<file path="src/rtl/mem_io_pkg.sv">
// Shared constants and decode helper for the memory/MMIO bridge.
package mem_io_pkg;

    // Byte offsets of the peripheral registers inside the I/O window.
    localparam logic [7:0] OFF_SW   = 8'h00;
    localparam logic [7:0] OFF_BTN  = 8'h04;
    localparam logic [7:0] OFF_EDGE = 8'h08;
    localparam logic [7:0] OFF_LED  = 8'h10;
    localparam logic [7:0] OFF_SEG  = 8'h14;

    // Clears the in-window offset so the base can be compared directly.
    localparam logic [31:0] IO_WINDOW_MASK = 32'hFFFF_FF00;

    typedef enum logic [2:0] {
        RegSw,
        RegBtn,
        RegEdge,
        RegLed,
        RegSeg,
        RegNone
    } io_reg_e;

    // Map a word-aligned offset onto the register it selects.
    function automatic io_reg_e decode_reg(input logic [7:0] offset);
        io_reg_e sel;
        case (offset)
            OFF_SW:   sel = RegSw;
            OFF_BTN:  sel = RegBtn;
            OFF_EDGE: sel = RegEdge;
            OFF_LED:  sel = RegLed;
            OFF_SEG:  sel = RegSeg;
            default:  sel = RegNone;
        endcase
        return sel;
    endfunction

endpackage

</file>
<file path="src/rtl/io_sync_edge.sv">
// Multi-flop synchroniser for asynchronous board inputs with a rising-edge pulse.
module io_sync_edge #(
    parameter int unsigned WIDTH  = 1,
    parameter int unsigned STAGES = 2
) (
    input  logic             clk,
    input  logic             rst_n,
    input  logic [WIDTH-1:0] async_in,
    output logic [WIDTH-1:0] sync_out,
    output logic [WIDTH-1:0] rise_out
);

    // Element 0 is the metastability-catching flop; element STAGES-1 is the clean output.
    logic [STAGES-1:0][WIDTH-1:0] chain_q;
    logic [WIDTH-1:0]             sync_d_q;

    // Shift the raw input through the chain and keep one delayed copy for edge detect.
    always_ff @(posedge clk or negedge rst_n) begin
        if (!rst_n) begin
            chain_q  <= '0;
            sync_d_q <= '0;
        end else begin
            chain_q  <= {chain_q[STAGES-2:0], async_in};
            sync_d_q <= chain_q[STAGES-1];
        end
    end

    assign sync_out = chain_q[STAGES-1];
    assign rise_out = chain_q[STAGES-1] & ~sync_d_q;

endmodule

</file>
<file path="src/rtl/mem_io_bridge.sv">
// Load/store bridge: splits CPU accesses between synchronous dmem and the board I/O registers.
module mem_io_bridge
    import mem_io_pkg::*;
#(
    parameter logic [31:0] IO_BASE     = 32'hFFFF_FC00,
    parameter int unsigned SW_WIDTH    = 16,
    parameter int unsigned LED_WIDTH   = 16,
    parameter int unsigned BTN_COUNT   = 5,
    parameter int unsigned SYNC_STAGES = 2
) (
    input  logic                 clk,
    input  logic                 rst_n,
    input  logic                 mem_read,
    input  logic                 mem_write,
    input  logic [31:0]          addr_in,
    input  logic [31:0]          wdata_in,
    output logic [31:0]          rdata_out,
    output logic [31:0]          dmem_addr,
    output logic                 dmem_we,
    output logic [31:0]          dmem_wdata,
    input  logic [31:0]          dmem_rdata,
    input  logic [SW_WIDTH-1:0]  sw_in,
    input  logic [BTN_COUNT-1:0] btn_in,
    output logic [LED_WIDTH-1:0] led_out,
    output logic [31:0]          seg_value,
    output logic                 bus_err
);

    logic                 is_io;
    logic [7:0]           offset;
    io_reg_e              reg_sel;
    logic                 rd_en;
    logic                 io_rd;
    logic                 io_wr;
    logic [SW_WIDTH-1:0]  sw_sync;
    logic [SW_WIDTH-1:0]  sw_rise_unused;
    logic [BTN_COUNT-1:0] btn_sync;
    logic [BTN_COUNT-1:0] btn_rise;
    logic [BTN_COUNT-1:0] edge_q, edge_d, edge_clr;
    logic [LED_WIDTH-1:0] led_q;
    logic [31:0]          seg_q;
    logic [31:0]          io_rdata_d, io_rdata_q;
    logic                 rd_sel_io_q;
    logic                 bus_err_q;

    io_sync_edge #(
        .WIDTH  (SW_WIDTH),
        .STAGES (SYNC_STAGES)
    ) u_sw_sync (
        .clk      (clk),
        .rst_n    (rst_n),
        .async_in (sw_in),
        .sync_out (sw_sync),
        .rise_out (sw_rise_unused)
    );

    io_sync_edge #(
        .WIDTH  (BTN_COUNT),
        .STAGES (SYNC_STAGES)
    ) u_btn_sync (
        .clk      (clk),
        .rst_n    (rst_n),
        .async_in (btn_in),
        .sync_out (btn_sync),
        .rise_out (btn_rise)
    );

    // Address decode; the low two address bits never select a register.
    assign is_io   = (addr_in & IO_WINDOW_MASK) == IO_BASE;
    assign offset  = {addr_in[7:2], 2'b00};
    assign reg_sel = decode_reg(offset);
    // A simultaneous read and write is treated as a write only.
    assign rd_en   = mem_read & ~mem_write;
    assign io_rd   = rd_en & is_io;
    assign io_wr   = mem_write & is_io;

    assign dmem_addr  = addr_in;
    assign dmem_wdata = wdata_in;
    assign dmem_we    = mem_write & ~is_io;

    // Select the I/O read value; narrow registers are zero-extended.
    always_comb begin
        io_rdata_d = '0;
        case (reg_sel)
            RegSw:   io_rdata_d = 32'(sw_sync);
            RegBtn:  io_rdata_d = 32'(btn_sync);
            RegEdge: io_rdata_d = 32'(edge_q);
            RegLed:  io_rdata_d = 32'(led_q);
            RegSeg:  io_rdata_d = seg_q;
            default: io_rdata_d = '0;
        endcase
    end

    // Edge latches: read clears all, write clears ones; a new edge always wins over a clear.
    always_comb begin
        edge_clr = '0;
        if (reg_sel == RegEdge) begin
            if (io_rd) begin
                edge_clr = '1;
            end else if (io_wr) begin
                edge_clr = wdata_in[BTN_COUNT-1:0];
            end
        end
        edge_d = (edge_q & ~edge_clr) | btn_rise;
    end

    // Peripheral register file, read pipeline and bus-error pulse.
    always_ff @(posedge clk or negedge rst_n) begin
        if (!rst_n) begin
            led_q       <= '0;
            seg_q       <= '0;
            edge_q      <= '0;
            rd_sel_io_q <= 1'b0;
            io_rdata_q  <= '0;
            bus_err_q   <= 1'b0;
        end else begin
            edge_q      <= edge_d;
            rd_sel_io_q <= io_rd;
            bus_err_q   <= is_io & (mem_read | mem_write) & (reg_sel == RegNone);
            if (io_wr && reg_sel == RegLed) begin
                led_q <= wdata_in[LED_WIDTH-1:0];
            end
            if (io_wr && reg_sel == RegSeg) begin
                seg_q <= wdata_in;
            end
            if (io_rd) begin
                io_rdata_q <= io_rdata_d;
            end
        end
    end

    // Match dmem's one-cycle latency by muxing on the registered select only.
    assign rdata_out = rd_sel_io_q ? io_rdata_q : dmem_rdata;
    assign led_out   = led_q;
    assign seg_value = seg_q;
    assign bus_err   = bus_err_q;

endmodule

</file>
<file path="config.mk">
export PLATFORM = sky130hd
export DESIGN_NAME = mem_io_bridge
export DESIGN_NICKNAME = d
export VERILOG_FILES = /design/src/rtl/mem_io_pkg.sv /design/src/rtl/io_sync_edge.sv /design/src/rtl/mem_io_bridge.sv
export SDC_FILE = /design/constraint.sdc
export NUM_CORES = 1
export LEC_CHECK = 0
export ABC_CLOCK_PERIOD_IN_PS = 1600
export CAP_MARGIN = 5
export CORE_UTILIZATION = 45
export DETAILED_ROUTE_END_ITERATION = 6
export HOLD_SLACK_MARGIN = 0.12
export MAX_ROUTING_LAYER = met4
export PLACE_DENSITY_LB_ADDON = 0.15
export SYNTH_ARGS = -nofsm -noshare
export SYNTH_HDL_FRONTEND = slang
export SYNTH_HIERARCHICAL = 1
export SYNTH_SLANG_ARGS = --single-unit
</file>
<file path="constraint.sdc">
create_clock -name clk -period 1.6 [get_ports clk]
set_input_delay 0.24 -clock clk [delete_from_list [all_inputs] [get_ports clk]]
set_output_delay 0.24 -clock clk [all_outputs]
set_load 0.1 [all_outputs]
</file>
Yosys cells after proc, flatten, opt, wreduce, memory -nomap -nowiden
Cells that the tools add are included.
{"block": "classes", "n_eq_ne": 10, "n_mux": 6, "bitwise": 14, "reduce_logical": 4}
{"op": "$pmux 32 s5", "n": 1}
{"op": "$mux 32", "n": 1}
{"op": "$eq 24x24->1 const B", "n": 1}
{"op": "$mux 5", "n": 3}
{"op": "$pmux 3 s5", "n": 1}
{"op": "$eq 6x3->1 const B", "n": 2}
{"op": "$and 5x5->5", "n": 2}
{"op": "$not 5->5", "n": 2}
{"op": "$logic_not 8->1", "n": 1}
{"op": "$and 1x1->1", "n": 6}
{"op": "$eq 3x2->1 const B", "n": 2}
{"op": "$eq 3x3->1 const B", "n": 2}
{"op": "$eq 6x1->1 const B", "n": 1}
{"op": "$eq 6x2->1 const B", "n": 1}
{"op": "$or 5x5->5", "n": 1}
{"op": "$eq 3x1->1 const B", "n": 1}
{"op": "$logic_not 3->1", "n": 1}
{"op": "$logic_and 1x1->1", "n": 2}
{"op": "$not 1->1", "n": 2}
{"op": "$or 1x1->1", "n": 1}
{"block": "totals", "ff_bits": 134, "input_bits": 121, "out_inout_bits": 146, "word_cells": 45}

Depth between registers and ports, before layout
{"block": "logic_depth", "ltp_word": 8, "mapped_depth": 7, "ltp_nobuf": 4}

Modules after synthesis
Netlist, hierarchy kept.
{"module": "mem_io_bridge", "n_inst": 1, "cells_per_inst": 436, "area_per_inst_um2": 4933.5, "seq_area_each_um2": 2177.1}
{"module": "io_sync_edge (u_sw_sync)", "n_inst": 1, "cells_per_inst": 80, "area_per_inst_um2": 1541.5, "seq_area_each_um2": 1201.2}
{"module": "io_sync_edge (u_btn_sync)", "n_inst": 1, "cells_per_inst": 25, "area_per_inst_um2": 481.7, "seq_area_each_um2": 375.4}

Least setup slack after synthesis
No wires, ideal clock.
{"block": "synth_path", "path_kind": "input port to output port", "startpoint": "input port addr_in[19]", "endpoint": "output port dmem_we", "arrival_time_ns": 2.865, "setup_slack_ns": -1.505, "path_stages": 3, "n_path_buf": 0, "path_cell_list": "and4_1 and2_1 a21boi_0"}
{"block": "synth_between", "elab_chain_cells": 3}
{"element": "start: declaration", "line": "mem_io_bridge.sv:15", "text": "input logic [31:0] addr_in,"}
{"element": "$eq 24x24->1", "line": "mem_io_bridge.sv:69", "text": "assign is_io = (addr_in & IO_WINDOW_MASK) == IO_BASE;"}
{"element": "$not 1->1", "line": "mem_io_bridge.sv:79", "text": "assign dmem_we = mem_write & ~is_io;"}
{"element": "$and 1x1->1", "line": "mem_io_bridge.sv:79"}
{"element": "end: declaration", "line": "mem_io_bridge.sv:19", "text": "output logic dmem_we,"}
Every way passes these cells.

Worst setup path in the final report
{"block": "layout_path", "startpoint": "register rd_sel_io_q", "endpoint": "output port rdata_out[31]"}
{"block": "layout_between", "elab_chain_cells": 1}
{"element": "start: declaration", "line": "mem_io_bridge.sv:43", "text": "logic rd_sel_io_q;"}
{"element": "start signal: assignment", "line": "mem_io_bridge.sv:118", "text": "rd_sel_io_q <= io_rd;"}
{"element": "$mux 32", "line": "mem_io_bridge.sv:133", "text": "assign rdata_out = rd_sel_io_q ? io_rdata_q : dmem_rdata;"}
{"element": "end: declaration", "line": "mem_io_bridge.sv:17", "text": "output logic [31:0] rdata_out,"}
Every way passes these cells.

==> flow_summary_export.csv <==
group,metric,value,unit
global_route,first_global_vias,5232,
setup_path,crit_slowest_cell,"dfrtp_2",
cells_and_area,nFillCells,676,
global_route,grt_max_degree,46,
cells_and_area,utilization,84.40,%
setup_path,worstSetupEndpointType,"primary output",
setup_path,worstPathCellList,"buf_12 > mux2_2 > buf_12",
timing,fmax,0.5520,GHz
power,vdd_drop_max,0.001102,V
synth,syn_avg_cell_area,12.45,sq um
cells_and_area,fin_area,11400,sq um
synth,synth_cells,509,
timing,finalCriticalPeriod,1.811,ns
die,core,13510,sq um
setup_path,crit_family,"flip-flops",
place,gp_routability_congestion,0.8191,
timing,hold_viol_final,0,
die,initial_utilization,46.91,%
timing,setup_slack,-0.2115,ns
die,io_pins,267,
cells_and_area,drive_above_1_share,48.37,%
timing,setup_viol,32,
place,placed_area,10490,sq um
place,place_inst,893,
route,via_per_inst,5.290,
hold_path,min_path_type,"primary input to flip-flop",
timing,max_slew_margin,69.34,%
clocking,cts-root-buf,"clkbuf_16",
synth,synth_nets,630,
synth,synth_area,6336,sq um
place,dp_hpwl,13.79,mm
die,die_x,120.7,um
route,post-route-drc-count,0,
timing,drv_slew,0,
power,powerDensity,837.9,nW/um^2
global_route,grt_usage,28.79,%
setup_path,startpoint_type,"flip-flop",
run,drv_cap,0,
timing,min_period_over_period,113.2,%
cells_and_area,fin_nets,876,
clocking,cts_tree,"done",
status,violations,"setup timing",
route,antenna_left,0,
power,p_leak,0.005284,uW
setup_path,critical_path.max_fanout,22,
place,io_buffers,262,
clocking,clock_path_buffers,2,
setup_path,cp.arrival,1.57,ns
setup_path,max_stage_delay,0.39,ns
cells_and_area,fin_cells,944,
cells_and_area,area_growth,79.90,%
timing,grt_setup_unrepaired,"true",
route,wl,19.64,mm
route,dr.first_iter.drc_count,248,
clocking,numCtsBuffers,17,
die,dieArea,14560,sq um
setup_path,worst-endpoint-required,1.36,ns
setup_path,path_common_cell,"buf_12",
global_route,gr-total-overflow,0,
clocking,ctsHtreeMaxLevel,4,
clocking,clk_pin_slew_worst_paths,0.06,ns
timing,tightestPinTransition,0.4599,ns
die,die_h,120.7,um
route,via_count,4994,
power,total_power,9551,uW
route,dr.pass1.iters,5,
clocking,clkSinkCount,134,
clocking,clock_latency,0.41,ns
setup_path,crit_type,"flip-flop to primary output",
route,wire_per_inst,20.80,um
timing,fin_skew,0.006570,ns
synth,yosys_warnings,6,
setup_path,path_buf_inv,2,
global_route,grt_pass1_wl,30.33,mm
die,rows,42,
global_route,antenna_found_initial,1,
status,outcome,"finished, violations left",
power breakdown:
group          total (uW)  switching, uW  internal, uW  leakage (uW)
clock network        3890           1560          2330      0.000284
logic                2180           1310           876       0.00326
registers            3480           26.1          3450       0.00174
total                9550           2900          6660       0.00528
cells in the final DEF (no fill, tap or decap), types with 3 or more instances in the layout:
master	instances
mux2i_1	21
mux2_2	44
clkinv_4	3
clkdlybuf4s50_1	87
buf_6	12
a21oi_1	5
nor2b_4	5
clkbuf_16	17
buf_12	157
o21ai_1	12
buf_4	53
o2bb2ai_1	11
o221ai_1	5
nand3_1	6
inv_1	5
nor2_1	8
dfrtp_1	133
dlygate4sd2_1	12
a31oi_1	5
nand2_1	29
inv_6	6
buf_2	5
clkdlybuf4s15_1	4
nand4_1	3
o21ai_0	43
mux2_4	41
buf_16	4
routing by layer:
layer / part of all wire, % / routed length (um) / track usage (%) / up-vias
met4: 2.8 / 543 / 10.49 / 0
met1: 39 / 7597 / 34.86 / 2490
met3: 6.9 / 1353 / 6.462 / 34
met5: 0 / 0 / - / -
li1: - / - / - / 2201
met2: 52 / 10140 / 47.27 / 269
worst reg2reg max path, stage by stage (launching register included):
cell      delay [ns]
dfrtp_1         0.43
mux2i_1         0.19
o221ai_1        0.15
mux2_2          0.27
final timing paths:
kind	start	to	slack, ns	cells past startpoint
hold reg to reg	u_sw_sync/chain_q[5]	u_sw_sync/sync_out[5]	0.35	0
max in group asynchronous	rst_n	edge_q[1]	0.69	3
setup / recovery	rd_sel_io_q	rdata_out[31]	-0.21	3
setup reg to reg	led_out[4]	io_rdata_q[4]	0.44	3
min in group asynchronous	rst_n	seg_value[24]	0.35	2
hold / removal	sw_in[5]	u_sw_sync/chain_q[5]	0.26	1
repair_timing:
item,CTS,global route
hold buffers,1,0
setup endpoints to repair,120,60
buffers inserted,12,2
gates cloned,5,0
resized for setup,104,12
pin swaps,16,8
endpoints found under the hold margin,42,0
sequential cells by signal (all words and copies together) (netlist names):
register             count
edge_q                   5
led_out                 16
bus_err                  1
u_btn_sync/sync_out      5
u_sw_sync/sync_out      16
u_btn_sync/sync_d_q      5
rd_sel_io_q              1
u_sw_sync/chain_q       16
seg_value               32
u_btn_sync/chain_q       5
io_rdata_q              32
per-stage QoR:
stage / TNS [ns] / worst slack [ns] / hold slack [ns]
after floorplan: -7.034 / -0.1886 / -0.05559
after global placement: -56.02 / -0.6669 / 0.1949
after detailed placement: -54.82 / -0.7088 / 0.2103
after CTS: -6.337 / -0.2164 / 0.2490
after global routing: -7.133 / -0.2504 / 0.2465
final: -5.931 / -0.2115 / 0.2591
cell type report:
type                       instances  area [sq um]  share of cell area (%)
multi-input combinational        259          2320                   20.35
sequential                       134          3354                   29.43
inverter                           5         18.77                  0.1647
clock buffer                      17         425.4                   3.732
antenna                            1         2.502                 0.02195
clock inverter                    14         165.2                   1.449
timing repair buffer             338          4892                   42.92
tap                              176         220.2                   1.932
(Power assumes the default switching activity.)
